[src/rtl/find_better_neighbors.sv]
// -----------------------------------------------------------------------------
// find_better_neighbors
//
// Routing-table stage that runs after the sink-list fixer. It reads
// neighborCount from the shared 16-bit node memory and scans qValue[] once to
// find the largest value. It then scans again and copies the neighborID of
// every neighbour whose qValue qualifies into betterneighbors[]. Finally it
// writes the number of copied entries to betterneighborCount.
//
// Memory map (byte addresses, words at even addresses):
//   0x048 + 2i  neighborID[i]
//   0x1C8 + 2i  qValue[i]
//   0x668 + 2k  betterneighbors[k]
//   0x68A       neighborCount
//   0x68C       betterneighborCount
//
// The memory has a synchronous read: the data for the address driven in one
// cycle appears on mem_data_out in the next cycle.
//
// Ports:
//   clock                     in   system clock, rising edge
//   nrst                      in   asynchronous active-low reset
//   en                        in   start request (one or more cycles)
//   done_fixSinkList          in   upstream stage complete
//   address[10:0]             out  byte address to shared memory
//   wr_en                     out  memory write strobe
//   mem_data_out[15:0]        in   memory read data
//   mem_data_in[15:0]         out  memory write data (0 when not writing)
//   done_findBetterNeighbors  out  scan complete, held until restart/reset
//
// Optional feature (macro FBN_QMARGIN_EN):
//   When FBN_QMARGIN_EN is defined, a neighbour qualifies if
//   q + QMARGIN >= maxQ. When it is undefined, a neighbour qualifies only if
//   q == maxQ.
// -----------------------------------------------------------------------------
module find_better_neighbors #(
  parameter int          MAX_NEIGHBORS = 64,
  parameter int          MAX_BETTER    = 16,
  parameter logic [15:0] QMARGIN       = 16'd0
) (
  input  logic        clock,
  input  logic        nrst,
  input  logic        en,
  input  logic        done_fixSinkList,
  output logic [10:0] address,
  output logic        wr_en,
  input  logic [15:0] mem_data_out,
  output logic [15:0] mem_data_in,
  output logic        done_findBetterNeighbors
);

  // One extra bit so the index can hold MAX_NEIGHBORS without wrapping.
  localparam int IDX_W = $clog2(MAX_NEIGHBORS + 1);
  localparam int K_W   = $clog2(MAX_BETTER + 1);

  localparam logic [IDX_W-1:0] IDX_ONE = IDX_W'(1);
  localparam logic [K_W-1:0]   K_ONE   = K_W'(1);
  localparam logic [K_W-1:0]   K_CAP   = K_W'(MAX_BETTER);

  localparam logic [10:0] ADDR_NCNT = 11'h68A;
  localparam logic [10:0] ADDR_BCNT = 11'h68C;
  localparam logic [10:0] QV_BASE   = 11'h1C8;
  localparam logic [10:0] ID_BASE   = 11'h048;
  localparam logic [10:0] BN_BASE   = 11'h668;

`ifdef FBN_QMARGIN_EN
  localparam logic [16:0] MARGIN17 = {1'b0, QMARGIN};
`else
  localparam logic [16:0] MARGIN17 = {1'b0, QMARGIN} & 17'd0;
`endif

  typedef enum logic [3:0] {
    S_IDLE,
    S_RD_CNT,
    S_LAT_CNT,
    S_MAX_RD,
    S_MAX_CMP,
    S_SEL_RD,
    S_SEL_CMP,
    S_RD_ID,
    S_WR_BETTER,
    S_WR_COUNT,
    S_DONE
  } state_t;

  state_t            r_state;
  state_t            w_next;
  logic [IDX_W-1:0]  r_idx;
  logic [IDX_W-1:0]  r_n;
  logic [K_W-1:0]    r_k;
  logic [15:0]       r_maxq;
  logic              r_pend;

  logic [IDX_W-1:0]  w_idx_inc;
  logic [IDX_W-1:0]  w_n_clamped;
  logic              w_last;
  logic              w_cap;
  logic              w_take;
  logic              w_start;

  // Both cases use 17-bit arithmetic so q + margin cannot overflow. When the
  // feature is disabled the margin is zero, and the test is exact equality.
  function automatic logic f_qualifies(input logic [15:0] q,
                                       input logic [15:0] maxq);
`ifdef FBN_QMARGIN_EN
    return (({1'b0, q} + MARGIN17) >= {1'b0, maxq});
`else
    return (({1'b0, q} + MARGIN17) == {1'b0, maxq});
`endif
  endfunction

  assign w_idx_inc   = r_idx + IDX_ONE;
  assign w_last      = (w_idx_inc == r_n);
  assign w_cap       = (r_k == K_CAP);
  assign w_take      = f_qualifies(mem_data_out, r_maxq) && !w_cap;
  assign w_n_clamped = (mem_data_out > 16'(MAX_NEIGHBORS)) ? IDX_W'(MAX_NEIGHBORS)
                                                           : mem_data_out[IDX_W-1:0];
  // A request made before the upstream stage finishes is held in r_pend.
  assign w_start     = ((r_state == S_IDLE) || (r_state == S_DONE)) &&
                       done_fixSinkList && (en || r_pend);

  always_ff @(posedge clock or negedge nrst) begin
    if (!nrst) begin
      r_state <= S_IDLE;
    end else begin
      r_state <= w_next;
    end
  end

  always_comb begin
    w_next                   = r_state;
    address                  = 11'd0;
    wr_en                    = 1'b0;
    mem_data_in              = 16'd0;
    done_findBetterNeighbors = 1'b0;
    case (r_state)
      S_IDLE: begin
        if (w_start) w_next = S_RD_CNT;
      end
      S_RD_CNT: begin
        address = ADDR_NCNT;
        w_next  = S_LAT_CNT;
      end
      S_LAT_CNT: begin
        w_next = (mem_data_out == 16'd0) ? S_WR_COUNT : S_MAX_RD;
      end
      S_MAX_RD: begin
        address = QV_BASE + 11'({r_idx, 1'b0});
        w_next  = S_MAX_CMP;
      end
      S_MAX_CMP: begin
        w_next = w_last ? S_SEL_RD : S_MAX_RD;
      end
      S_SEL_RD: begin
        address = QV_BASE + 11'({r_idx, 1'b0});
        w_next  = S_SEL_CMP;
      end
      S_SEL_CMP: begin
        if (w_take)      w_next = S_RD_ID;
        else if (w_last) w_next = S_WR_COUNT;
        else             w_next = S_SEL_RD;
      end
      S_RD_ID: begin
        address = ID_BASE + 11'({r_idx, 1'b0});
        w_next  = S_WR_BETTER;
      end
      S_WR_BETTER: begin
        // The neighborID read in S_RD_ID is on the bus now.
        address     = BN_BASE + 11'({r_k, 1'b0});
        wr_en       = 1'b1;
        mem_data_in = mem_data_out;
        w_next      = w_last ? S_WR_COUNT : S_SEL_RD;
      end
      S_WR_COUNT: begin
        address     = ADDR_BCNT;
        wr_en       = 1'b1;
        mem_data_in = 16'(r_k);
        w_next      = S_DONE;
      end
      S_DONE: begin
        done_findBetterNeighbors = 1'b1;
        if (w_start) w_next = S_RD_CNT;
      end
      default: w_next = S_IDLE;
    endcase
  end

  always_ff @(posedge clock or negedge nrst) begin
    if (!nrst) begin
      r_idx  <= '0;
      r_n    <= '0;
      r_k    <= '0;
      r_maxq <= '0;
      r_pend <= 1'b0;
    end else begin
      case (r_state)
        S_IDLE, S_DONE: begin
          if (w_start) begin
            r_pend <= 1'b0;
            r_idx  <= '0;
            r_k    <= '0;
            r_maxq <= '0;
          end else if (en) begin
            r_pend <= 1'b1;
          end
        end
        S_LAT_CNT: r_n <= w_n_clamped;
        S_MAX_CMP: begin
          if (mem_data_out > r_maxq) r_maxq <= mem_data_out;
          r_idx <= w_last ? '0 : w_idx_inc;
        end
        S_SEL_CMP: begin
          if (!w_take) r_idx <= w_idx_inc;
        end
        S_WR_BETTER: begin
          r_k   <= r_k + K_ONE;
          r_idx <= w_idx_inc;
        end
        default: ;
      endcase
    end
  end

endmodule

[config.mk]
export PLATFORM = sky130hd
export DESIGN_NAME = find_better_neighbors
export DESIGN_NICKNAME = d
export VERILOG_FILES = /design/src/rtl/find_better_neighbors.sv
export SDC_FILE = /design/constraint.sdc
export NUM_CORES = 1
export LEC_CHECK = 0
export CORE_MARGIN = 1.5
export CORE_UTILIZATION = 35
export CTS_CLUSTER_DIAMETER = 30
export CTS_CLUSTER_SIZE = 12
export DETAILED_ROUTE_END_ITERATION = 16
export GPL_TIMING_DRIVEN = 1
export PLACE_DENSITY = 0.6
export SLEW_MARGIN = 0
export SYNTH_ARGS = -nofsm -noshare
export SYNTH_HDL_FRONTEND = slang
export SYNTH_SLANG_ARGS = --single-unit
export TNS_END_PERCENT = 50
[constraint.sdc]
create_clock -name clock -period 5.7 [get_ports clock]
set_input_delay 0.855 -clock clock [delete_from_list [all_inputs] [get_ports clock]]
set_output_delay 0.855 -clock clock [all_outputs]
set_load 0.005 [all_outputs]
==> impl_metrics.csv <==
group,metric,value,unit
setup_path,critPathCaptureType,"output port",
detailed_routing,via_per_inst,5.36,
sta,setup_viol,0,
detailed_routing,finalWirelength,7830,um
sta,tightest_slew,1130,ps
sta,period_share,0.643,
final_layout,drive_gt1_frac,0.0514,
global_routing,grt_antenna_before_repair,0,
flow_run,max-cap-violations,0,
global_routing,grt_pass1_vias,2688,
sta,fin_crit,3660,ps
global_routing,grt_remaining_overflow,0,
placement,place_congestion,0.838,
synth,synth_seq_cells,40,
synth,syn-num-nets,395,
synth,syn-instance-count,352,
power,combPwrFrac,0.517,
sta,hold_viol_final,0,
final_layout,final_area,0.00366,sq mm
clocking,cts_htree_levels,2,
sta,fmax,273,MHz
setup_path,crit_path_start_kind,"register",
power,power_density,385,mW/mm^2
synth,ys_types,49,
detailed_routing,ant_nets,0,
setup_path,cp_max_fo,18,
sta,finalSetupTns,0,ps
floorplanning,die-width,96.4,um
floorplanning,num_rows,33,
detailed_routing,drc,0,
run_status,outcome,"finished clean",
clocking,cts-root-buf,"clkbuf_8",
clocking,cts_hold_buffers,0,
synth,yosys-top-cells-area,"dfrtp_1 33%, ha_1 9.4%, mux2i_1 7.2%",
synth,synth.top_cell.area_share,0.328,
final_layout,n_antenna_cell,0,
clocking,cts.sinks,40,
final_layout,syn2layout_area_growth,19.8,%
power,p_sw_frac,0.431,
sta,clock_skew,3.77,ps
detailed_routing,vias,2650,
power,clkPwrFrac,0.136,
setup_path,path_class,"reg -> out",
detailed_routing,wl_per_cell,15.8,um
synth,synth_area,0.00305,sq mm
power,intPower,801,uW
power,leakage,0.00153,uW
sta,slew_viol_final,0,
power,ir_worst_vdd,0.125,mV
synth,seq_area_frac_synth,0.328,
sta,max_slew_margin,0.248,
placement,dpl_cell_area,0.00357,sq mm
clocking,clkLatencyLatePin,300,ps
floorplanning,die_area,0.00929,sq mm
global_routing,grt_max_degree,41,
clocking,post_cts_buffers,0,
setup_path,critPathArrivalTime,2810,ps
final_layout,layout.nets,432,
sta,timing.hold.ws,529,ps
clocking,clock_path_buffers,2,
clocking,tritoncts,"done",
setup_path,crit_required,4850,ps
floorplanning,die_y,96.4,um
clocking,ctsResizeCount,0,
min_path,hold_path.class,"reg -> reg",
synth,yosysTopAreaCell,"dfrtp_1",
final_layout,nFillCells,847,
floorplanning,num_io_pins,49,
synth,postSynth.asyncResetShare,1.00,
synth,avgSynthCellArea,8.67,sq um
clocking,cts-buffers-inserted,5,
floorplanning,core_area,0.00834,sq mm
floorplanning,initial_core_util,0.366,
global_routing,track_usage,0.187,
detailed_routing,firstDrtPassIters,4,
synth,synth-main-ff-cell,"dfrtp_1",
placement,portBuffers,47,
detailed_routing,drt_iter0_drc,93,
synth,ys_warn_count,0,
power,netSwitchingPower,605,uW
clocking,cts.reportedPaths.clkPinSlew,80,ps
placement,dp.final_hpwl,5810,um
global_routing,grt_pass1_wl,13100,um
power,p_seq_frac,0.348,
synth,synth_edf_count,0,
sta,rsz0062_at_grt,"no",
flip-flops by register name (all words and copies together), names as in the netlist:
register and cells:
r_pend 1, r_idx 7, r_state 4, r_n 7, r_k 5, r_maxq 16
metal layers:
metal,GRT usage,routed length (um)
met5,0,0
met4,0.0713,183
met3,0.0282,307
met2,0.312,3680
met1,0.243,3660
per-stage QoR:
stage | setup slack, ps | instances | total power, uW | util
6_report | 2040 | 494 | 1410 | 0.438
5_1_grt | 1780 | 494 | 1540 | 0.438
4_1_cts | 2030 | 494 | 1420 | 0.438
3_5_place_dp | 2030 | 487 | 1220 | 0.429
3_3_place_gp | 2090 | 487 | 1200 | 0.429
2_1_floorplan | 3040 | 352 | 984 | -
cell usage in the layout (no fill, tap or decap), types with 3 or more instances in the layout:
cell type        netlist  final
inv_1                 29     29
nor2_1                26     26
ha_1                  23     23
clkbuf_8               0      5
a21oi_1               13     13
o21ai_0               24     24
and2_1                12     12
nor2b_1                5      5
nand3_1                5      5
xnor2_1                9      9
mux2i_1               22     22
nand2b_1               4      4
nor3_1                 7      6
nand2_1               35     35
o31ai_1                3      3
nor4_1                 4      4
a21o_1                 8      8
o21a_1                 4      4
or3_1                  4      4
dfrtp_1               40     40
o21ai_1                4      4
o211ai_1               3      3
xor2_1                 5      5
clkdlybuf4s50_1        0     46
nand4_1                5      5
a22o_1                12     12
final timing paths:
path | start | to | slack [ps] | cells past startpoint
min reg2reg | r_maxq[2]$_DFFE_PN0P_ | r_maxq[2]$_DFFE_PN0P_ | 530 | 2
min | r_maxq[2]$_DFFE_PN0P_ | r_maxq[2]$_DFFE_PN0P_ | 530 | 2
max in group asynchronous | nrst | r_maxq[6]$_DFFE_PN0P_ | 4430 | 1
max | r_state[3]$_DFFE_PN0P_ | address[6] | 2040 | 6
max reg2reg | r_state[3]$_DFFE_PN0P_ | r_maxq[4]$_DFFE_PN0P_ | 2800 | 6
min in group asynchronous | nrst | r_idx[4]$_DFFE_PN0P_ | 690 | 1
cell usage after synthesis (4+ instances only):
cell type,instances
clkbuf_1,13
inv_1,29
ha_1,23
nand2_1,35
and2_1,12
mux2i_1,22
a21o_1,8
o21ai_1,4
a22o_1,12
a21oi_1,13
xnor2_1,9
o21ai_0,24
or3_1,4
nand3_1,5
nand4_1,5
nor2b_1,5
xor2_1,5
nand2b_1,4
nor4_1,4
dfrtp_1,40
o21a_1,4
nor3_1,7
nor2_1,26
power by group through the flow:
stage	combinational [uW]	clock [uW]	sequential, uW
final	727	191	489
after detailed placement	728	0	491
after floorplan	575	0	408
after CTS	732	196	487
after global placement	712	0	489
after global routing	824	206	505
logic make-up (layout without fill, tap and decap cells):
group,Yosys count,count (layout),share of synthesized area
flip-flops,40,40,0.328
buffers and inverters,48,85,0.0664
XOR/XNOR,14,14,0.0402
AND/OR/NAND/NOR,117,117,0.190
multiplexers,24,24,0.0795
AO/OA/AOI/OAI,85,85,0.200
adder cells (fa/ha/maj),23,23,0.0943
other,1,1,0.00123
worst max-delay path, stage by stage, from the launching register on:
cell and delay (ps):
dfrtp_1 750, nand2b_1 200, nor3_2 510, buf_4 300, o211ai_1 110, o21ai_0 100
clkdlybuf4s50_1 530
layout make-up:
cell class                 count  area, sq um  area share
multi-input combinational    264         1850       0.507
sequential                    40         1000       0.274
timing repair buffer          49          480       0.131
tap                          105          131      0.0359
inverter                      29          109      0.0298
clock buffer                   5         68.8      0.0188
clock inverter                 2         12.5     0.00342
No activity file was read; power rests on OpenSTA's default activity.
